--- src/rtl/fifo.sv ---
// rtl/fifo.sv - synchronous first-word-fall-through FIFO with async clear
//
// Purpose: single-clock FIFO holding 2**FIFO_DEPTH words of DATA_WIDTH bits.
//   The oldest word is always presented on DOUT (zero-wait fall-through);
//   DOUT reads as zero while the FIFO is empty.
// Ports:
//   CLK   in   clock, all state updates on rising edge
//   CLR   in   asynchronous active-high clear (empties the FIFO)
//   nWE   in   active-low write request, DIN sampled when accepted
//   DIN   in   write data
//   FULL  out  2**FIFO_DEPTH words stored
//   nRE   in   active-low pop request
//   DOUT  out  oldest stored word, or zero when empty
//   EMPTY out  no words stored
//   LEVEL out  registered stored-word count (only with FIFO_LEVEL_EN)
// Configuration: define FIFO_LEVEL_EN to add the LEVEL port and its register.

module fifo #(
  parameter int FIFO_DEPTH = 4,
  parameter int DATA_WIDTH = 32
) (
  input  logic                  CLK,
  input  logic                  CLR,
  input  logic                  nWE,
  input  logic [DATA_WIDTH-1:0] DIN,
  output logic                  FULL,
  input  logic                  nRE,
  output logic [DATA_WIDTH-1:0] DOUT,
  output logic                  EMPTY
`ifdef FIFO_LEVEL_EN
  ,
  output logic [FIFO_DEPTH:0]   LEVEL
`endif
);

  localparam int PW = FIFO_DEPTH + 1;
  localparam int ENTRIES = 1 << FIFO_DEPTH;
  localparam logic [PW-1:0] PTR_ONE = PW'(1);

  logic [PW-1:0]         wr_ptr_q, wr_ptr_d;
  logic [PW-1:0]         rd_ptr_q, rd_ptr_d;
  logic [DATA_WIDTH-1:0] mem_q [ENTRIES];
  logic                  wr_en;
  logic                  rd_en;

  // Flags depend only on registered pointers, so no input reaches an output
  // combinationally. The extra MSB separates full from empty.
  assign EMPTY = (wr_ptr_q == rd_ptr_q);
  assign FULL  = (wr_ptr_q[FIFO_DEPTH-1:0] == rd_ptr_q[FIFO_DEPTH-1:0]) &&
                 (wr_ptr_q[FIFO_DEPTH] != rd_ptr_q[FIFO_DEPTH]);

  // Acceptance uses the pre-edge flags: a pop on an empty FIFO or a write on
  // a full one is dropped even if the other side moves on the same edge.
  assign wr_en = !nWE && !FULL && !CLR;
  assign rd_en = !nRE && !EMPTY && !CLR;

  always_comb begin
    wr_ptr_d = wr_ptr_q;
    rd_ptr_d = rd_ptr_q;
    if (wr_en) wr_ptr_d = wr_ptr_q + PTR_ONE;
    if (rd_en) rd_ptr_d = rd_ptr_q + PTR_ONE;
  end

  always_ff @(posedge CLK or posedge CLR) begin
    if (CLR) begin
      wr_ptr_q <= '0;
      rd_ptr_q <= '0;
    end else begin
      wr_ptr_q <= wr_ptr_d;
      rd_ptr_q <= rd_ptr_d;
    end
  end

  // Storage has no reset so it can map onto RAM with asynchronous read.
  always_ff @(posedge CLK) begin
    if (wr_en) mem_q[wr_ptr_q[FIFO_DEPTH-1:0]] <= DIN;
  end

  // Zero on empty keeps stale RAM contents off the output bus.
  assign DOUT = EMPTY ? '0 : mem_q[rd_ptr_q[FIFO_DEPTH-1:0]];

`ifdef FIFO_LEVEL_EN
  logic [PW-1:0] level_q, level_d;

  // Modular pointer difference gives 0..2**FIFO_DEPTH without wrap handling.
  always_comb begin
    level_d = wr_ptr_d - rd_ptr_d;
  end

  always_ff @(posedge CLK or posedge CLR) begin
    if (CLR) level_q <= '0;
    else     level_q <= level_d;
  end

  assign LEVEL = level_q;
`endif

endmodule

--- config.mk ---
export PLATFORM = sky130hd
export DESIGN_NAME = fifo
export DESIGN_NICKNAME = d
export VERILOG_FILES = /design/src/rtl/fifo.sv
export SDC_FILE = /design/constraint.sdc
export NUM_CORES = 1
export LEC_CHECK = 0
export ABC_AREA = 1
export CORE_MARGIN = 2
export CORE_UTILIZATION = 50
export DETAILED_ROUTE_END_ITERATION = 8
export PLACE_DENSITY = 0.79
export SLEW_MARGIN = 40
export SYNTH_ARGS = -nofsm -noshare
export SYNTH_HDL_FRONTEND = slang
export SYNTH_SLANG_ARGS = --single-unit
--- constraint.sdc ---
create_clock -name CLK -period 4.25 [get_ports CLK]
set_input_delay 0.425 -clock CLK [delete_from_list [all_inputs] [get_ports CLK]]
set_output_delay 0.425 -clock CLK [all_outputs]
set_load 0.1 [all_outputs]
=== Yosys cells after proc, flatten, opt, wreduce, memory -nomap -nowiden ===
Memories as Yosys holds them, arrays and structs flattened.
Cells that the tools add are included.
W data, S select, Z words.

* Reduce and logical (&&, ||, !) cells: 10
* Equality and inequality tests: 3
* Add/subtract/negate cells: 2
* Muxes and demuxes: 3

{| class="wikitable"
|+ Operators by type and width
! operator !! number
|-
| $mux W32 || 1
|-
| $add A5 B1 Y5 const B || 2
|-
| $eq A5 B5 Y1 || 1
|-
| $logic_and A1 B1 Y1 || 5
|-
| $logic_not A1 Y1 || 5
|-
| $eq A4 B4 Y1 || 1
|-
| $mux W1 || 2
|-
| $ne A1 B1 Y1 || 1
|}

* Bits in writable memories: 512
* Input port bits: 36
* Memories kept: 1
* Flip-flop bits (word level): 10

{| class="wikitable"
|+ Memory list
! memory !! words !! width !! read ports !! clocked after memory_dff !! wr ports !! RTL line !! text
|-
| mem_q || 16 || 32 || 1 || 0 || 1 || 42 || <nowiki>logic [DATA_WIDTH-1:0] mem_q [ENTRIES];</nowiki>
|}

=== Depth between registers and ports, before layout ===
Gate-level depths: netlist of run 1.

* Depth after elaboration: 7
* Depth in mapped cells: 11
* Mapped depth without buffers: 8

=== Worst setup path before layout of run 1 ===
No wires, ideal clock.

* Kind: reg2out
* From: reg rd_ptr_q[0]
* To: out DOUT[28]
* Stages on the path, launching flop included: 10
* Required time: 3.825 ns
* Path slack: 1.187 ns
* Arrival time: 2.638 ns
* Cells stage by stage: dfrtp_1 -> buf_6 -> inv_4 -> nand2_1 -> nand2_1 -> nor2_4 -> nand3_4 -> inv_4 -> buf_6 -> a21oi_1

* Longest elaborated chain between the ends: 2

{| class="wikitable"
|+ Ends and longest elaborated chain
! what !! RTL line !! text
|-
| from (decl) || 41 || <nowiki>logic [PW-1:0] rd_ptr_q, rd_ptr_d;</nowiki>
|-
| from (signal assigned) || 70 || <nowiki>rd_ptr_q <= rd_ptr_d;</nowiki>
|-
| $eq A5 B5 Y1 || 48 || <nowiki>assign EMPTY = (wr_ptr_q == rd_ptr_q);</nowiki>
|-
| via EMPTY || 29 || <nowiki>output logic EMPTY</nowiki>
|-
| $mux W32 || 80 || <nowiki>assign DOUT = EMPTY ? '0 : mem_q[rd_ptr_q[FIFO_DEPTH-1:0]];</nowiki>
|-
| to (decl) || 28 || <nowiki>output logic [DATA_WIDTH-1:0] DOUT,</nowiki>
|}

The timed path passes the listed nets, and every way through them passes these cells.

=== Worst setup path after layout of run 1 ===
* From: reg rd_ptr_q[2]
* To: out DOUT[30]

* Longest elaborated chain between the ends: 2

{| class="wikitable"
|+ Ends and longest elaborated chain
! what !! RTL line
|-
| $mem_v2 Z16 W32 or $eq A5 B5 Y1 (tied branches) || -
|-
| $mux W32 (*) || 80
|}

Every way passes the cells marked *; elsewhere a longest branch is shown, timed or not.

==> impl_metrics.env, run 1 <==
export IMPL_status="finished, final reports clean"
export IMPL_cts_clk_slew_worst_paths_ns=0.07
export IMPL_async_flop_share_pct=1.916
export IMPL_finalHoldViolations=0
export IMPL_highest_layer="met5"
export IMPL_cp_endpoint="DOUT[30]"
export IMPL_num_rows=78
export IMPL_slew_headroom_pct=42.14
export IMPL_die_area_um2=47800
export IMPL_post_drt_wl_per_cell_um=17.75
export IMPL_cts_buffers=49
export IMPL_start_kind="register"
export IMPL_fin_util_pct=57.25
export IMPL_ys_types=21
export IMPL_nFillCells=3479
export IMPL_synth_top_area_share_pct=66.75
export IMPL_endpoint_kind="output port"
export IMPL_final_area_um2=25980
export IMPL_critPathArrivalTime_ns=3.17
export IMPL_h_tree_depth=2
export IMPL_path_class="register to output port"
export IMPL_ys_flop_type="edfxtp_1"
export IMPL_seq_area_frac_synth_pct=67.84
export IMPL_finClkSkew_ns=0.01208
export IMPL_min_period_over_period_pct=84.62
export IMPL_syn_num_nets=2293
export IMPL_numClockSinks=522
export IMPL_max_cap_violations=0
export IMPL_met2WireLength_um=25380
export IMPL_avgSynthCellArea_um2=10.23
export IMPL_drc=0
export IMPL_grt_pass1_vias=15160
export IMPL_clockBufferDepth=3
export IMPL_post_dp_cell_area_um2=24420
export IMPL_met3WireLength_um=4576
export IMPL_maxSlewViolCount=0
export IMPL_crit_start="rd_ptr_q[2]"
export IMPL_synth_seq_cells=522
export IMPL_finalSetupViolations=0
export IMPL_netlist_area_um2=23030
export IMPL_io_buffer_count=69
export IMPL_place_gp_congestion=0.7893
export IMPL_synthCells=2252
export IMPL_synth_common_cells="nand2_1 (911), edfxtp_1 (512), inv_1 (364)"
export IMPL_cts_hold_buf=0
export IMPL_core_area_um2=45380
export IMPL_syn_to_final_growth_pct=12.79
export IMPL_cts_tree="yes"
export IMPL_grt_max_degree=129
export IMPL_yosysMostFrequentCell="nand2_1"
export IMPL_drt_total_wl_um=51990
export IMPL_num_vias=15260
export IMPL_globalRouteOverflowTotal=0
export IMPL_antenna_found_initial=1
export IMPL_fmax_ghz=0.2781
export IMPL_reg2reg_depth=8
export IMPL_fin_setup_tns_ns=0
export IMPL_power_uw=18960
export IMPL_crit_path_max_fanout=26
export IMPL_initial_core_util_pct=50.76
export IMPL_drive_above_1_share_pct=8.026
export IMPL_pin_count=70
export IMPL_r2r_setup_slack_ns=1.22
export IMPL_yosys_warnings=0
export IMPL_cts_root_buf="clkbuf_16"
export IMPL_required_ns=3.83
export IMPL_grt_setup_unrepaired="false"
export IMPL_synth_edf_count=512
export IMPL_period_needed_ns=3.596
export IMPL_nets=2336
export IMPL_max_vdd_ir_drop_v=0.0007647
export IMPL_firstDrtPassIters=8
export IMPL_insertion_delay_ns=0.57
export IMPL_r2r_start="rd_ptr_q[0]"
export IMPL_fp_dieH_um=218.6
export IMPL_drt_iter0_markers=1644
export IMPL_cts_resized=0
export IMPL_num_antenna_cells=0
export IMPL_final_cells=2930
export IMPL_dp_hpwl_um=26810
export IMPL_postCtsSetupRepairBufs=0
export IMPL_wl_met1_um=20490
export IMPL_grt_first_pass_wirelength_um=80700
export IMPL_synth_largest_area_cell="edfxtp_1"
export IMPL_synthTopCellsByArea="edfxtp_1 (67%), nand2_1 (15%), inv_1 (5.9%)"
export IMPL_placed_cells=2844
export IMPL_via_per_inst=5.210
export IMPL_powerDensity_nw_per_um2=729.8
export IMPL_worstMarginPinSlew_ns=0.8680
export IMPL_leakage_uw=0.01104
export IMPL_fp_dieW_um=218.6
export IMPL_grt_use_total_pct=22.05
export IMPL_hold_class="primary input to async pin"
export IMPL_r2r_end="mem_q[9][22]"
export IMPL_ant_nets=0
[how the worst min path moves through the flow]
stage,to,slack (ns)
after global routing,wr_ptr_q[4],0.23
after floorplan,wr_ptr_q[4],0.50
after global placement,rd_ptr_q[4],0.53
after CTS,wr_ptr_q[0],0.17
after detailed placement,wr_ptr_q[4],0.53
final,wr_ptr_q[2],0.18
[registers in the layout (all words and copies together), names as in the netlist]
signal and cells:
mem_q 512, rd_ptr_q 5, wr_ptr_q 5
[layout by cell type (no fill, tap or decap)]
master,synthesis,routed
a21oi_1,5,5
a21oi_2,27,27
buf_12,0,27
buf_4,7,38
buf_6,24,1
bufinv_16,0,5
clkbuf_1,10,8
clkbuf_16,0,51
clkdlybuf4s50_1,0,35
clkinv_1,0,14
clkinv_2,0,5
clkinvlp_4,0,2
dfrtp_1,10,7
dfrtp_2,0,1
dfrtp_4,0,2
edfxtp_1,512,512
ha_1,5,5
inv_1,364,364
inv_2,3,2
inv_4,2,2
inv_6,0,2
nand2_1,911,911
nand3_1,260,260
nand3_4,3,3
nand4_1,10,10
nor2_1,22,5
nor2_4,2,19
xnor2_1,2,2
xor2_1,5,5
[stage by stage]
stage	hold slack, ns	setup WS, ns
detailed placement	0.5279	1.228
CTS	0.1680	0.6620
global route	0.2312	0.5108
finish	0.1819	0.6536
floorplan	0.5006	1.187
global placement	0.5327	1.288
[logic make-up after synthesis]
family                   after synthesis  synth area share (%)
buffers and inverters                478                 9.039
AO/OA/AOI/OAI                         32                 1.135
adder cells (fa/ha/maj)                5                0.2716
flip-flops                           522                 67.84
AND/OR/NAND/NOR                     1208                 21.45
XOR/XNOR                               7                0.2662
[power by group]
| part | total [uW] | internal (uW) | switching [uW] |
|---|---|---|---|
| sequential | 6150 | 5890 | 265 |
| clock | 4290 | 2480 | 1810 |
| combinational | 8520 | 2370 | 6150 |
[metal layers]
metal,track usage [%],up-vias
met5,0,-
met4,8.163,2
met3,3.981,125
met2,36.84,704
met1,28.86,7182
li1,-,7251
[cell type report]
class | count | area, um2 | area share, %
Timing Repair Buffer | 101 | 1187 | 4.571
Multi-Input combinational cell | 1252 | 5454 | 20.99
Tap cell | 600 | 750.7 | 2.890
Clock inverter | 27 | 251.5 | 0.9681
Sequential cell | 522 | 15630 | 60.18
Inverter | 369 | 1395 | 5.370
Clock buffer | 59 | 1306 | 5.028
[worst max-delay path, cell delays in order, from the launching register on]
cell and delay (ns):
dfrtp_2 0.94, inv_1 0.40, buf_4 0.39, nand3_1 0.15, nand3_1 0.08, a21oi_2 0.26
buf_4 0.34
No activity file was read; power rests on OpenSTA's default activity.
==> inputs of run 2 (changes only) <==
==> constraint.sdc (replaced) <==
create_clock -name CLK -period 3.55 [get_ports CLK]
set_input_delay 0.355 -clock CLK [delete_from_list [all_inputs] [get_ports CLK]]
set_output_delay 0.355 -clock CLK [all_outputs]
set_load 0.1 [all_outputs]
==> run 2 against run 1 <==
Net effect:
- register-to-register slack got worse by 0.46 ns
- count of clock-buffer cells in the layout is 1 higher
- combinational power rose by 28%
- via count up 2.2%
- sequential cell count is the same
- critical path depth grew 4
- setup slack got worse by 0.46 ns
- die area did not move
- cell count rose by 0.58%
- clock power increased by 37%
- largest cell class unchanged
- largest power group unchanged
==> impl_metrics.env, run 2 (synthesized netlist as in run 1, its figures left out) <==
export IMPL_drt_iter0_markers=1362
export IMPL_power_frac_seq_pct=30.0
export IMPL_numClockSinks=522
export IMPL_cpPeakStageDelay_ns=0.52
export IMPL_worstMarginPinSlew_ns=0.8339
export IMPL_initial_core_util_pct=50.76
export IMPL_powerDensity_nw_per_um2=903.8
export IMPL_period_needed_ns=3.359
export IMPL_fin_util_pct=58.49
export IMPL_crit_cells=10
export IMPL_grt_first_pass_wirelength_um=82970
export IMPL_cts_hold_buf=0
export IMPL_maxSlewViolCount=0
export IMPL_finalSetupViolations=0
export IMPL_cp_common_cell="nand2_1"
export IMPL_final_cell_mix="nand2_1 (911), edfxtp_1 (512), inv_1 (364), nand3_1 (260), clkbuf_16 (52)"
export IMPL_fp_dieH_um=218.6
export IMPL_max_cap_violations=0
export IMPL_num_vias=15600
export IMPL_min_period_over_period_pct=94.61
export IMPL_core_area_um2=45380
export IMPL_final_common_cell="nand2_1"
export IMPL_grt_setup_unrepaired="false"
export IMPL_final_area_um2=26540
export IMPL_switching_share_pct=42.14
export IMPL_max_vdd_ir_drop_v=0.001113
export IMPL_required_ns=3.19
export IMPL_cts_clk_slew_worst_paths_ns=0.06
export IMPL_insertion_delay_ns=0.61
export IMPL_hold_class="primary input to async pin"
export IMPL_io_buffer_count=69
export IMPL_place_gp_congestion=0.7657
export IMPL_slew_headroom_pct=44.40
export IMPL_cts_tree="yes"
export IMPL_r2r_end="mem_q[13][15]"
export IMPL_finClkSkew_ns=0.01804
export IMPL_path_class="register to output port"
export IMPL_path_buf_inv=4
export IMPL_drc=0
export IMPL_finalHoldViolations=0
export IMPL_post_dp_cell_area_um2=24710
export IMPL_via_per_inst=5.292
export IMPL_leakage_uw=0.01129
export IMPL_met1_usage_pct=29.22
export IMPL_comb_power_share_pct=45.5
export IMPL_grt_use_total_pct=22.61
export IMPL_clkPwrFrac_pct=24.5
export IMPL_syn_to_final_growth_pct=15.24
export IMPL_grt_max_degree=162
export IMPL_power_uw=23990
export IMPL_postCtsSetupRepairBufs=0
export IMPL_critPathArrivalTime_ns=3.00
export IMPL_busiest_layer="met2"
export IMPL_largest_reg_flops=512
export IMPL_cts_buffers=51
export IMPL_p_int_uw=13880
export IMPL_critPathTopFamily="buffers and inverters"
export IMPL_met3_usage_pct=4.175
export IMPL_post_drt_wl_per_cell_um=18.08
export IMPL_r2r_start="rd_ptr_q[2]"
export IMPL_endpoint_kind="output port"
export IMPL_placed_cells=2852
export IMPL_fp_dieW_um=218.6
export IMPL_num_rows=78
export IMPL_antenna_found_initial=3
export IMPL_r2r_setup_slack_ns=0.76
export IMPL_die_area_um2=47800
export IMPL_drive_above_1_share_pct=9.037
export IMPL_globalRouteOverflowTotal=0
export IMPL_dp_hpwl_um=29290
export IMPL_final_cells=2947
export IMPL_crit_path_max_fanout=120
export IMPL_status="finished, final reports clean"
export IMPL_crit_chain="inv_6 -> buf_12 -> buf_16 -> nand2_1 -> nand2_1 -> nand2_1 -> nand3_1 -> nand3_1 -> a21oi_2 -> buf_12"
export IMPL_clockBufferDepth=3
export IMPL_ant_nets=0
export IMPL_fin_setup_tns_ns=0
export IMPL_nets=2346
export IMPL_drt_total_wl_um=53290
export IMPL_h_tree_depth=2
export IMPL_grt_use_met2_pct=37.49
export IMPL_firstDrtPassIters=6
export IMPL_grt_pass1_vias=15590
export IMPL_fmax_ghz=0.2977
export IMPL_reg2reg_depth=6
export IMPL_cts_root_buf="clkbuf_16"
export IMPL_start_kind="register"
export IMPL_pin_count=70
export IMPL_power_switching_uw=10110
export IMPL_slowest_stage="dfrtp_4"
[run 2: cell types whose count changed in the layout (fill, tap and decap cells not counted), moves of 2 or more]
| cell | delta |
|---|---|
| buf_12 | +15 |
| buf_16 | +2 |
| buf_4 | -11 |
| buf_6 | +2 |
| bufinv_16 | +7 |
| clkinv_1 | -9 |
| clkinv_2 | +5 |
| clkinv_4 | +2 |
[run 2: timing repair]
item | CTS | global route
resized for setup | 0 | 1
setup endpoints to repair | 0 | 1
endpoints found under the hold margin | 0 | 0
[run 2: through the flow]
step / hold WS (ns) / setup WS, ns
after CTS: 0.1851 / 0.1169
after global placement: 0.5305 / 0.7120
final: 0.2020 / 0.1914
after detailed placement: 0.5451 / 0.7783
after floorplan: 0.4539 / 0.5572
after global routing: 0.2205 / 0.06691
[run 2: cell type report]
cell class	count	area (um2)
diodes	1	2.502
clock buffers	60	1331
clock inverters	34	494.2
fillers	3475	18840
inverters	369	1395
multi-input cells	1252	5454
flip-flops and latches	522	15630
well taps	600	750.7
repair buffers	109	1483
[run 2: worst max-delay path by stage]
stage	startpoint	slack, ns	end
4_1_cts	rd_ptr_q[2]	0.12	DOUT[28]
3_3_place_gp	rd_ptr_q[0]	0.71	DOUT[12]
5_1_grt	rd_ptr_q[0]	0.07	DOUT[12]
2_1_floorplan	rd_ptr_q[0]	0.56	DOUT[28]
6_report	rd_ptr_q[0]	0.19	DOUT[12]
3_5_place_dp	nWE	0.78	mem_q[12][8]
[run 2: metal layers]
metal | part of all wire [%] | vias to the layer above
li1 | - | 7289
met1 | 38 | 7404
met2 | 49 | 769
met3 | 9.3 | 130
met4 | 3.6 | 4
met5 | 0.043 | -
[run 2: power by group through the flow]
stage	sequential [uW]	combinational [uW]	clock [uW]
after global placement	7300	10700	0
after floorplan	7240	7540	0
after detailed placement	7320	10800	0
after CTS	7190	10900	5920
final	7190	10900	5880
after global routing	7210	11600	6160
[run 2: worst min-delay path, cell delays in order]
cell             delay (ns)
clkdlybuf4s50_1        0.39
inv_1                  0.13
buf_4                  0.30
